==> src/rtl/multiplier_arbiter.sv <==
// multiplier_arbiter: round-robin sharing of one 18x18 signed multiplier among NUM_REQ requesters.
// Optional WAIT-state abort is built when MULTIPLIER_ARBITER_TIMEOUT_EN is defined.
module multiplier_arbiter #(
  parameter int NUM_REQ        = 4,
  parameter int TIMEOUT_CYCLES = 15
) (
  input  logic                    clk,
  input  logic                    resetn,
  input  logic [NUM_REQ-1:0]      req,
  input  logic [18*NUM_REQ-1:0]   a_flat,
  input  logic [18*NUM_REQ-1:0]   b_flat,
  output logic [NUM_REQ-1:0]      ack,
  output logic [NUM_REQ-1:0]      done,
  output logic [35:0]             p,
  output logic [17:0]             mul_a,
  output logic [17:0]             mul_b,
  output logic                    mul_input_rdy,
  input  logic                    mul_busy,
  input  logic [35:0]             mul_p,
  output logic                    arb_busy,
  output logic                    timeout_err
);
  localparam int GW = NUM_REQ > 1 ? $clog2(NUM_REQ) : 1;
  typedef enum logic [1:0] {IDLE, ISSUE, GUARD, WAIT} state_t;
  state_t state_q, state_d;
  logic [GW-1:0] last_q, last_d, grant_q, grant_d, pick;
  logic [NUM_REQ-1:0] ack_q, ack_d, done_q, done_d;
  logic [35:0] p_q, p_d;
  logic [17:0] mul_a_q, mul_a_d, mul_b_q, mul_b_d;
  logic rdy_q, rdy_d, found;
`ifdef MULTIPLIER_ARBITER_TIMEOUT_EN
  localparam int CW = $clog2(TIMEOUT_CYCLES + 1);
  logic [CW-1:0] cnt_q, cnt_d;
  logic err_q, err_d;
`endif
  function automatic logic [GW-1:0] wrap(int v);
    return GW'(v % NUM_REQ);
  endfunction
  // lowest offset from last_q+1 wins, so scan offsets from the far end down
  always_comb begin
    pick  = '0;
    found = 1'b0;
    for (int k = NUM_REQ; k >= 1; k--) begin
      if (req[wrap(int'(last_q) + k)]) begin
        pick  = wrap(int'(last_q) + k);
        found = 1'b1;
      end
    end
  end
  always_comb begin
    state_d = state_q;
    last_d  = last_q;
    grant_d = grant_q;
    ack_d   = '0;
    done_d  = '0;
    p_d     = p_q;
    mul_a_d = mul_a_q;
    mul_b_d = mul_b_q;
    rdy_d   = 1'b0;
`ifdef MULTIPLIER_ARBITER_TIMEOUT_EN
    cnt_d   = '0;
    err_d   = err_q;
`endif
    unique case (state_q)
      IDLE: if (found) begin
        grant_d     = pick;
        mul_a_d     = a_flat[18*int'(pick) +: 18];
        mul_b_d     = b_flat[18*int'(pick) +: 18];
        ack_d[pick] = 1'b1;
        rdy_d       = 1'b1;
        state_d     = ISSUE;
      end
      ISSUE: state_d = GUARD;
      GUARD: state_d = WAIT;
      WAIT: if (!mul_busy) begin
        p_d             = mul_p;
        done_d[grant_q] = 1'b1;
        last_d          = grant_q;
        state_d         = IDLE;
      end
`ifdef MULTIPLIER_ARBITER_TIMEOUT_EN
      else if (cnt_q == CW'(TIMEOUT_CYCLES - 1)) begin
        p_d             = '0;
        done_d[grant_q] = 1'b1;
        err_d           = 1'b1;
        last_d          = grant_q;
        state_d         = IDLE;
      end else cnt_d = cnt_q + CW'(1);
`endif
    endcase
  end
  always_ff @(posedge clk or negedge resetn) begin
    if (!resetn) begin
      state_q <= IDLE;
      last_q  <= GW'(NUM_REQ - 1);
      grant_q <= '0;
      ack_q   <= '0;
      done_q  <= '0;
      p_q     <= '0;
      mul_a_q <= '0;
      mul_b_q <= '0;
      rdy_q   <= 1'b0;
`ifdef MULTIPLIER_ARBITER_TIMEOUT_EN
      cnt_q   <= '0;
      err_q   <= 1'b0;
`endif
    end else begin
      state_q <= state_d;
      last_q  <= last_d;
      grant_q <= grant_d;
      ack_q   <= ack_d;
      done_q  <= done_d;
      p_q     <= p_d;
      mul_a_q <= mul_a_d;
      mul_b_q <= mul_b_d;
      rdy_q   <= rdy_d;
`ifdef MULTIPLIER_ARBITER_TIMEOUT_EN
      cnt_q   <= cnt_d;
      err_q   <= err_d;
`endif
    end
  end
  assign ack           = ack_q;
  assign done          = done_q;
  assign p             = p_q;
  assign mul_a         = mul_a_q;
  assign mul_b         = mul_b_q;
  assign mul_input_rdy = rdy_q;
  assign arb_busy      = state_q != IDLE;
`ifdef MULTIPLIER_ARBITER_TIMEOUT_EN
  assign timeout_err   = err_q;
`else
  assign timeout_err   = 1'b0;
`endif
endmodule

==> config.mk <==
export PLATFORM = sky130hd
export DESIGN_NAME = multiplier_arbiter
export DESIGN_NICKNAME = d
export VERILOG_FILES = /design/src/rtl/multiplier_arbiter.sv
export SDC_FILE = /design/constraint.sdc
export NUM_CORES = 1
export LEC_CHECK = 0
export BUFFER_PORTS_ARGS = -buffer_cell sky130_fd_sc_hd__buf_2
export CAP_MARGIN = 10
export CELL_PAD_IN_SITES_DETAIL_PLACEMENT = 0
export CELL_PAD_IN_SITES_GLOBAL_PLACEMENT = 1
export CORE_AREA = 5 5 146 106
export DETAILED_ROUTE_END_ITERATION = 8
export DIE_AREA = 0 0 151 111
export PLACE_DENSITY_LB_ADDON = 0.1
export SLEW_MARGIN = 20
export SYNTH_ARGS = -nofsm -noshare
export SYNTH_HDL_FRONTEND = slang
export SYNTH_SLANG_ARGS = --single-unit
==> constraint.sdc <==
create_clock -name clk -period 2.7 [get_ports clk]
set_input_delay 0.405 -clock clk [delete_from_list [all_inputs] [get_ports clk]]
set_output_delay 0.405 -clock clk [all_outputs]
set_load 0.03 [all_outputs]
; Word level (Yosys, flattened, before mapping)
; Cells that the tools add are included.
[totals]
regBits = 87
[op_classes]
addsub = 4
mul = 1
n_lt_le_gt_ge = 8
n_eq_ne = 5
n_shift = 2
muxes = 29
bitwise = 1
reduce_logical = 7
[ops]
columns = op, n
row1 = 72-bit by 32-bit indexed part select with 18-bit output, 1
row2 = 72-bit by 8-bit indexed part select with 18-bit output, 1
row3 = 2-bit by 3-bit < comparator with 1-bit output (second input constant), 6
row4 = 4-bit 2-to-1 mux, 4
row5 = 1-bit 2-to-1 mux, 12
row6 = 2-bit 2-to-1 mux, 6
row7 = 1-bit binary-select mux with 2-bit select, 4
row8 = 2-bit one-hot mux with 4 select lines, 1
row9 = 4-bit by 2-bit multiplier with 6-bit output (first input constant), 1
row10 = 2-bit AND reduction, 3
row11 = 2-bit by 1-bit adder with 2-bit output (second input constant), 2
row12 = 2-bit adder (second input constant), 2
row13 = 1-bit demux with 2-bit select, 2
row14 = 2-bit equality test (second input constant), 2
row15 = 2-bit by 1-bit >= comparator with 1-bit output (second input constant), 2
row16 = 2-bit inequality test (second input constant), 2
row17 = 2-bit by 1-bit equality test with 1-bit output (second input constant), 1
row18 = 1-bit logical AND, 2
row19 = 2-bit zero test, 1
row20 = 2-bit nonzero test, 1
row21 = 1-bit inverter, 1

; Logic depth before layout (Yosys ltp)
; Gate-level depths: netlist of run 1.
[depth]
ltp_word = 13
depth_mapped = 8
depth_no_buf = 6

; Least setup slack after synthesis of run 1
; No wires, ideal clock.
[synth_path]
path_type = register -> register
startpoint = register last_q[0]
endpoint = register mul_a_q[10], in the netlist mul_a[10]
setup_ns = 0.148
arrival_ns = 1.754
required_time_ns = 2.552
slack_ns = 0.798
stages_incl_launch_ff = 8
path_buffers = 2
period_less_slack_ns = 1.902
path_cell_list = dfstp_2 > inv_1 > a22o_1 > a211oi_2 > buf_6 > buf_12 > mux2i_1 > o221ai_2
[synth_via]
elab_chain_cells = 9
elab_cells_between_ends = 23
cone_classes = 4 x add/sub / 1 x mul / 1 x shift / 16 x mux / 1 x reduce/logical
[synth_rtl]
columns = item, line_no
row1 = start: declaration, 26  ; logic [GW-1:0] last_q, last_d, grant_q, grant_d, pick;
row2 = start signal: assignment, 95  ; last_q <= GW'(NUM_REQ - 1);
row3 = start signal: assignment, 109  ; last_q <= last_d;
row4 = 2-bit by 1-bit adder with 2-bit output, "44, 45"
row5 = 1-bit binary-select mux with 2-bit select, 44  ; if (req[wrap(int'(last_q) + k)]) begin
row6 = 1-bit 2-to-1 mux (implied by the code), 44
row7 = 2-bit 2-to-1 mux (4 in a row), 44
row8 = 4-bit by 2-bit multiplier with 6-bit output, 67  ; mul_a_d = a_flat[18*int'(pick) +: 18];
row9 = 72-bit by 32-bit indexed part select with 18-bit output, 67
row10 = end signal: assignment, 114  ; mul_a_q <= mul_a_d;
row11 = end: declaration, 29  ; logic [17:0] mul_a_q, mul_a_d, mul_b_q, mul_b_d;
; Several ways; a longest one is shown, not always the timed one. The select of a mux whose other input is x is not followed.
; A chain may end at the register's enable or synchronous reset.

; Worst setup path after layout of run 1
[layout_path]
startpoint = register last_q[0]
endpoint = register mul_a_q[0], in the netlist mul_a[0]
; The elaborated chain is that of the path after synthesis.

==> impl_results.md, run 1 <==
* Cells after DPL at 781
* Non-filler cells, final at 798
* Combinational Power Share at 0.545
* PostCTS Resize Cnt at 0
* Total die area at 16800 um2
* Final min period at 2160 ps
* Setup crit end kind: flop
* Initial antenna violation count at 0
* Status: finished, final reports clean
* CP required at 2900 ps
* Top cells by area, synth: dfrtp_1, mux2i_1, mux2_2
* Antenna Cells at 0
* Psw at 0.00352 W
* Clock sinks at 87
* Post-Synth Adder-Cell Area at 0.00859
* Routed WL at 13.3 mm
* XOR/XNOR Fraction of Synth Area at 0
* DRT Pass-1 Iters at 5
* Fin Setup TNS at 0 ps
* Core box area at 13800 um2
* Post-synthesis compound-gate area fraction at 0.117
* Setup Buffers After CTS at 0
* Via-per-instance ratio at 4.63
* Syn avg cell area at 12.8 um2
* Worst path max stage delay at 540 ps
* I/O Pins at 270
* Synth top cells by count: dfrtp_1, mux2i_1, nand2_1, mux2_2, o221ai_2
* # nets final at 793
* Total GRT Usage at 0.159
* Peak supply drop at 0.000480 V
* Overflow after GRT at 0
* HP Class: in2reg
* Post-Syn Area at 4370 um2
* Antenna-violating nets left at 0
* Post-synth EDFFs at 0
* Endpoints failing hold at 0
* Initial core utilization at 0.317
* Period utilisation layout at 0.801
* Clock buffer depth at 2
* Die height at 111 um
* Area grow syn2layout at 42.3%
* Simple-Gate Fraction of Synth Area at 0.0587
* Cell Pwr Density at 1260 nW/um2
* Crit-path max FO at 31
* Mapped Cells at 341
* Final setup viols at 0
* Top FF cell, synth: dfrtp_1
* RSZ-0062 raised after global routing: false
* #FFs+latches synth at 87
* Setup ws final at 536 ps
* Slew Viols, Final at 0
* Seq/Total Area, Yosys at 0.499
* Sw frac at 0.450
* Area of the multi-input gates at 1970 um2
* Pre-CTS WS at 549 ps
* Row cnt at 36
* Setup Skew at 5.71 ps
* Worst Setup Start Kind: flop
* IO Port Bufs at 268
* CTS tree: yes
* Cell variety after synth at 33
* Proportion of netlist area held by the largest area contributor at 0.487
* Worst-path clk slew at 70 ps
* Routed via count at 3691
* Post-synth ARST share at 1.00
* Clock share of power at 0.168
* Horiz. Die Dim at 151 um
* Cell-internal power at 0.00431 W
* First-pass GRT wire length at 21.3 mm
* Slowest stage cell, crit path: dfstp_2
* Final RePlAce weighted congestion at 0.779
* Sequential fraction of design power at 0.288
* Largest family of logic cells by synthesized area: multiplexers
* Fin util at 0.451
* Synth Warn # at 0
* Crit path cell chain: inv_1, a22o_1, a211oi_4, buf_12, mux2i_1, o221ai_1
* Fraction of final layout cells sized beyond drive strength 1 at 0.587
* DRC Markers at 0
* CP Buf/Inv Count at 2
* Seq. cell area at 2180 um2
* Wire length per cell at 16.7 um
* Crit path DAT at 2360 ps
* Critical path class: reg2reg
* Max frequency at 462 MHz
* Most frequent cell after synthesis: dfrtp_1
* Root Driver: clkbuf_16
* H-tree depth at 3
* DR iter-0 viols at 104
* Fillers at 1343
* Pin count of the biggest net entering global routing at 65
* Critical path's top delay family: compound AO/OA/AOI/OAI gates
* CTS Buf Count at 9
* Clk Latency, worst-skew pair at 330 ps
* Pleak at 3.24 nW
* Post-DP HPWL at 10.2 mm
* Maxcap violations at 0
* Multiplexer area fraction after synthesis at 0.260
* Vias in the first global route at 4171
* Area leader, netlist: dfrtp_1
* Synthesized Nets at 531
-- state kept, by name, summed over array words and instances (netlist names) --
register,count
mul_input_rdy,1
done,4
mul_b,18
last_q,2
mul_a,18
ack,4
grant_q,2
state_q,2
p,36
-- routing by layer --
metal,routed length [um],track usage,vias to the layer above
met3,1200,0.0548,14
met2,6650,0.281,148
met4,181,0.0380,0
li1,-,-,1775
met1,5280,0.184,1754
met5,0,0,-
-- final timing paths --
| path | from | endpoint | slack (ps) | depth (start not counted) |
|---|---|---|---|---|
| max in group asynchronous | resetn | last_q[0]$_DFFE_PN1P_ | 1480 | 3 |
| worst max register to register | last_q[0]$_DFFE_PN1P_ | mul_a[0]$_DFFE_PN0P_ | 540 | 6 |
| worst max-delay path | last_q[0]$_DFFE_PN1P_ | mul_a[0]$_DFFE_PN0P_ | 540 | 6 |
| worst min-delay path | mul_p[25] | p[25]$_DFFE_PN0P_ | 300 | 2 |
| worst min register to register | mul_a[16]$_DFFE_PN0P_ | mul_a[16]$_DFFE_PN0P_ | 480 | 2 |
| min in group asynchronous | resetn | p[2]$_DFFE_PN0P_ | 530 | 2 |
-- cell type report --
class                           count  share of cell area
Multi-Input combinational cell    221               0.317
Timing Repair Buffer              277               0.239
Clock inverter                      6              0.0125
Inverter                            7             0.00422
Sequential cell                    87               0.350
Clock buffer                       10              0.0384
Tap cell                          190              0.0382
-- cell families (layout without fill, tap and decap cells) --
kind of cell               count (synthesis)  count (layout)
muxes                                    109             109
DFF                                       87              87
and+or+nand+nor                           61              61
AOI/OAI and AO/OA                         47              47
buffers and inverters                     33             300
adders and majority gates                  3               3
other                                      1               1
-- stage by stage --
stage | area [um2] | total power (W) | hold WS (ps)
6_report | 6220 | 0.00783 | 296
5_1_grt | 6220 | 0.00836 | 287
4_1_cts | 6220 | 0.00797 | 281
3_5_place_dp | 5890 | 0.00663 | 345
3_3_place_gp | 5890 | 0.00653 | 340
2_1_floorplan | 4370 | 0.00543 | 109
-- power groups by stage --
stage	Clock [W]	Sequential (W)	Combinational (W)
after CTS	0.00136	0.00226	0.00435
after detailed placement	0	0.00228	0.00435
after floorplan	0	0.00341	0.00202
after global placement	0	0.00226	0.00427
after global routing	0.00141	0.00235	0.00461
final	0.00131	0.00225	0.00427
-- placed cells by master (no fill, tap or decap), drive strengths merged, types with 4 or more instances in the layout --
cell / count
dfrtp: 85
inv: 9
o221ai: 36
mux2: 37
clkbuf: 10
nor2: 9
mux2i: 72
nand2b: 4
buf: 276
nand2: 42
-- timing repair --
item	4_1_cts	5_1_grt
endpoints found under the hold margin	23	0
hold buffers	1	0
endpoints found under the setup margin	0	0
No activity file was read; power rests on OpenSTA's default activity.
==> run 2, diff against run 1 <==
Clock period 2.7 ns to 2.05 ns, I/O delays scaled along.
==> impl_results.md, run 2 (synthesis results as in run 1) <==
* Worst r2r src: last_q[0]$_DFFE_PN1P_
* Commonest non-fill, non-tap cells in the layout: buf_2, dfrtp_1, mux2i_1
* Vias in the first global route at 4167 (-0.096%)
* Final RePlAce weighted congestion at 0.803 (+3.1%)
* Slew Viols, Final at 0 (unchanged)
* HP Start: mul_p[8]
* Combinational Power Share at 0.562 (+0.017)
* Horiz. Die Dim at 151 um (unchanged)
* R2r setup slk at 50 ps (-480 ps)
* Overflow after GRT at 0 (unchanged)
* Clock buffer depth at 2 (unchanged)
* CTS Buf Count at 9 (unchanged)
* Total die area at 16800 um2 (unchanged)
* I/O Pins at 270 (unchanged)
* Initial core utilization at 0.317 (unchanged)
* Crit path DAT at 2200 ps (-160 ps)
* Sequential fraction of design power at 0.275 (-0.013)
* Status: finished, final reports clean
* Area of the multi-input gates at 2100 um2 (+6.3%)
* Worst-path clk slew at 70 ps (about the same)
* Crit path cell chain: inv_2, a22o_1, a211oi_4, buf_12, buf_16, mux2i_2, o221ai_2
* Critical path class: reg2reg
* Row cnt at 36 (unchanged)
* DRC Markers at 0 (unchanged)
* Pin count of the biggest net entering global routing at 40 (-38%)
* Pleak at 3.32 nW (+2.4%)
* Worst path max stage delay at 530 ps (about the same)
* DR iter-0 viols at 113 (+8.7%)
* H-tree depth at 3 (unchanged)
* Sw frac at 0.436 (-0.0141)
* CP Launch Point: last_q[0]$_DFFE_PN1P_
* CP Buf/Inv Count at 3 (+1)
* Routed WL at 13.8 mm (+3.8%)
* Initial antenna violation count at 0 (unchanged)
* Critical path's top delay family: compound AO/OA/AOI/OAI gates
* Via-per-instance ratio at 4.65 (+0.62%)
* Wire length per cell at 17.1 um (+2.4%)
* Most common cell after layout, fill and taps aside: buf_2
* Root Driver: clkbuf_16
* Period utilisation layout at 0.975 (+0.173)
* Cell Pwr Density at 1660 nW/um2 (+32%)
* Final setup viols at 0 (unchanged)
* Max frequency at 501 MHz (+8.3%)
* Psw at 0.00473 W (+34%)
* Max reg flops at 36 (unchanged)
* Fraction of final layout cells sized beyond drive strength 1 at 0.624 (+0.0364)
* Area grow syn2layout at 49.1%
* Endpoints failing hold at 0 (unchanged)
* Antenna Cells at 0 (unchanged)
* Post-DP HPWL at 10.5 mm (+3.5%)
* CTS tree: yes
* Total GRT Usage at 0.161 (+0.00178)
* Design area at 6520 um2 (+4.8%)
* Clock sinks at 87 (unchanged)
* Crit-path max FO at 18 (-42%)
* Peak supply drop at 0.000576 V (+20%)
* HP Class: in2reg
* Slowest stage cell, crit path: dfstp_2
* DRT Pass-1 Iters at 4 (-1)
* Cells after DPL at 790 (+1.2%)
* Maxcap violations at 0 (unchanged)
* First-pass GRT wire length at 21.4 mm (+0.71%)
* Cell-internal power at 0.00612 W (+42%)
* Non-filler cells, final at 809 (+1.4%)
* Routed via count at 3765 (+2.0%)
* Die height at 111 um (unchanged)
* Setup crit end kind: flop
* Antenna-violating nets left at 0 (unchanged)
* CP required at 2260 ps (-640 ps)
* Seq. cell area at 2180 um2 (unchanged)
* IO Port Bufs at 268 (unchanged)
* Placed cell area at 5990 um2 (+1.6%)
* Clock share of power at 0.164 (-0.004)
* Core box area at 13800 um2 (unchanged)
* Final min period at 2000 ps (-166 ps)
* Clk Latency, worst-skew pair at 340 ps (about the same)
* RSZ-0062 raised after global routing: true
* # nets final at 805 (+1.5%)
* Setup Skew at 5.55 ps (-0.158 ps)
* Fillers at 1337 (-0.45%)
* Worst Setup Start Kind: flop
## run 2: path summary, 6_finish.rpt
kind | cells after the start | end
setup / recovery | 7 | mul_b[3]$_DFFE_PN0P_
hold / removal | 2 | p[8]$_DFFE_PN0P_
setup reg to reg | 7 | mul_b[3]$_DFFE_PN0P_
hold reg to reg | 2 | mul_b[17]$_DFFE_PN0P_
max in group asynchronous | 3 | last_q[1]$_DFFE_PN1P_
min in group asynchronous | 2 | ack[0]$_DFF_PN0_
## run 2: cell type report
type | instances | share of cell area
tap | 190 | 0.0365
clock inverter | 6 | 0.0144
clock buffer | 9 | 0.0345
inverter | 7 | 0.00403
sequential | 87 | 0.334
multi-input combinational | 221 | 0.321
timing repair buffer | 289 | 0.255
## run 2: stage by stage
step | setup slack [ps] | total power [W] | utilization | setup TNS, ps | hold slack, ps
after CTS | 8.85 | 0.0108 | 0.462 | 0 | 186
after global routing | -49.5 | 0.0116 | 0.473 | -473 | 186
final | 52.2 | 0.0109 | 0.473 | 0 | 198
after global placement | -19.5 | 0.00877 | 0.434 | -19.5 | 164
after floorplan | 148 | 0.00715 | - | 0 | 11.9
after detailed placement | -37.4 | 0.00887 | 0.434 | -50.5 | 168
## run 2: timing repair
item | 4_1_cts | 5_1_grt
setup buffers | 1 | 0
hold buffers | 1 | 0
resized for setup | 3 | 24
gates cloned | 1 | 1
endpoints found under the hold margin | 8 | 0
pin swaps | 1 | 2
endpoints found under the setup margin | 5 | 26
## run 2: layer usage
layer,GRT usage,vias up,part of all wire
met3,0.0560,11,0.091
li1,-,1799,-
met2,0.274,152,0.49
met5,0,-,0
met1,0.193,1803,0.41
met4,0.0393,0,0.011
## run 2: power groups by stage
stage	Sequential [W]	Combinational [W]	Clock, W
after floorplan	0.00449	0.00266	0
after global placement	0.00298	0.00579	0
after detailed placement	0.00301	0.00586	0
after CTS	0.00299	0.00597	0.00183
after global routing	0.00311	0.00655	0.00192
final	0.00298	0.00609	0.00177
==> run 3, diff against run 2 <==
Settings changed: RECOVER_POWER from default to 100, SKIP_LAST_GASP from default to 1.
==> impl_results.md, run 3 (synthesis results as in run 1) <==
* Sw frac at 0.447 (+0.0114)
* Relative slew margins at 0.445
* Horiz. Die Dim at 151 um (unchanged)
* Max reg flops at 36 (unchanged)
* Period utilisation layout at 0.973 (-0.00199)
* H-tree depth at 3 (unchanged)
* Final RePlAce weighted congestion at 0.803 (unchanged)
* Critical path class: reg2reg
* Antenna Cells at 0 (unchanged)
* Max frequency at 502 MHz (+0.20%)
* Commonest non-fill, non-tap cells in the layout: buf_2, dfrtp_1, clkbuf_1
* Antenna-violating nets left at 0 (unchanged)
* Final Power at 0.0106 W (-2.0%)
* Final min period at 1990 ps (-4.08 ps)
* Pleak at 3.04 nW (-8.2%)
* Initial antenna violation count at 0 (unchanged)
* Worst Setup Start Kind: flop
* Sequential fraction of design power at 0.283 (+0.008)
* Routed via count at 3769 (+0.11%)
* Cell Pwr Density at 1670 nW/um2 (+0.12%)
* Clk Latency, worst-skew pair at 340 ps (about the same)
* First-pass GRT wire length at 21.4 mm (unchanged)
* Vias in the first global route at 4167 (unchanged)
* Root Driver: clkbuf_16
* # nets final at 805 (unchanged)
* Wire length per cell at 17.1 um (+0.28%)
* Most common cell after layout, fill and taps aside: buf_2
* Psw at 0.00475 W (+0.55%)
* DR iter-0 viols at 114 (+0.88%)
* Final setup viols at 0 (unchanged)
* Clock share of power at 0.167 (+0.003)
* Worst-Margin Slew at 833 ps
* Core box area at 13800 um2 (unchanged)
* DRC Markers at 0 (unchanged)
* Fillers at 1371 (+2.5%)
* Setup crit end kind: flop
* Setup ws final at 56.3 ps (+4.08 ps)
* I/O Pins at 270 (unchanged)
* Area of the multi-input gates at 2090 um2 (-0.36%)
* Status: finished, final reports clean
* CTS Buf Count at 9 (unchanged)
* Maxcap violations at 0 (unchanged)
* Endpoints failing hold at 0 (unchanged)
* Total die area at 16800 um2 (unchanged)
* IO Port Bufs at 268 (unchanged)
* Cell-internal power at 0.00588 W (-4.0%)
* Pin count of the biggest net entering global routing at 40 (unchanged)
* Clock sinks at 87 (unchanged)
* Crit path DAT at 2200 ps (about the same)
* Initial core utilization at 0.317 (unchanged)
* Die height at 111 um (unchanged)
* Combinational Power Share at 0.550 (-0.012)
* Row cnt at 36 (unchanged)
* Area grow syn2layout at 46.0%
* Routed WL at 13.9 mm (+0.28%)
* Pre-CTS WS at -37.4 ps (unchanged)
* Clock buffer depth at 2 (unchanged)
* Final hold slack at 198 ps (-0.366 ps)
* Fraction of final layout cells sized beyond drive strength 1 at 0.488 (-0.136)
* RSZ-0062 raised after global routing: true
* CTS tree: yes
* Via-per-instance ratio at 4.66 (+0.11%)
* HP Class: in2reg
* Post-DP HPWL at 10.5 mm (unchanged)
* Seq. cell area at 2180 um2 (unchanged)
* DRT Pass-1 Iters at 4 (unchanged)
* Worst-path clk slew at 70 ps (about the same)
* CP required at 2260 ps (about the same)
* Total GRT Usage at 0.161 (unchanged)
* Slew Viols, Final at 0 (unchanged)
* Overflow after GRT at 0 (unchanged)
* Crit-path max FO at 18 (unchanged)
* Setup Skew at 4.65 ps (-0.905 ps)
* Peak supply drop at 0.000554 V (-3.9%)
[run 3: changes by cell type in the layout (fill, tap and decap cells not counted)]
| cell | delta |
|---|---|
| buf_2 | -81 |
| nor2b_4 | -1 |
| buf_12 | -1 |
| clkbuf_1 | +83 |
| clkbuf_2 | +4 |
| nor2b_1 | +1 |
| buf_4 | -6 |
| clkbuf_4 | +1 |
[run 3: critical path, stage by stage (launching register included)]
cell	delay [ps]
dfstp_2	530
inv_2	40
a22o_1	250
a211oi_4	280
buf_12	200
buf_16	180
mux2i_2	250
o221ai_2	120
[run 3: worst paths after layout]
check / startpoint / to / slack (ps) / cells past startpoint
worst max-delay path: last_q[0]$_DFFE_PN1P_ / mul_b[3]$_DFFE_PN0P_ / 60 / 7
worst min-delay path: mul_p[8] / p[8]$_DFFE_PN0P_ / 200 / 2
worst max register to register: last_q[0]$_DFFE_PN1P_ / mul_b[3]$_DFFE_PN0P_ / 60 / 7
worst min register to register: mul_a[16]$_DFFE_PN0P_ / mul_a[16]$_DFFE_PN0P_ / 490 / 2
max in group asynchronous: resetn / mul_a[2]$_DFFE_PN0P_ / 510 / 3
min in group asynchronous: resetn / ack[1]$_DFF_PN0_ / 510 / 2
[run 3: what timing repair did]
item,in CTS,in global routing
hold buffers,1,0
buffers inserted,1,0
gates resized for setup,3,24
setup endpoints to repair,5,26
gates cloned,1,1
pin swaps,1,1
endpoints found under the hold margin,8,0
[run 3: area by class of cell]
cell class                      instances  share of cell area
Sequential cell                        87               0.342
Multi-Input combinational cell        221               0.327
Clock inverter                          6              0.0147
Inverter                                7             0.00412
Tap cell                              190              0.0373
Timing Repair Buffer                  289               0.240
Clock buffer                            9              0.0353
[run 3: per-layer routing]
layer	vias up	global-route usage	share of wire
met5	-	0	0
met3	12	0.0560	0.095
met1	1798	0.193	0.41
met2	163	0.274	0.49
met4	0	0.0393	0.011
li1	1796	-	-
[run 3: power groups by stage]
stage | logic (W) | clock network [W] | registers, W
floorplan | 0.00266 | 0 | 0.00449
global placement | 0.00579 | 0 | 0.00298
detailed placement | 0.00586 | 0 | 0.00301
CTS | 0.00597 | 0.00183 | 0.00299
global route | 0.00631 | 0.00192 | 0.00313
finish | 0.00585 | 0.00178 | 0.00301
[run 3: metrics by stage]
stage,utilization,instance area (um2),std cells,TNS (ps)
2_1_floorplan,-,4370,341,0
3_3_place_gp,0.434,5990,790,-19.5
3_5_place_dp,0.434,5990,790,-50.5
4_1_cts,0.462,6370,808,0
5_1_grt,0.463,6380,809,-473
6_report,0.463,6380,809,0
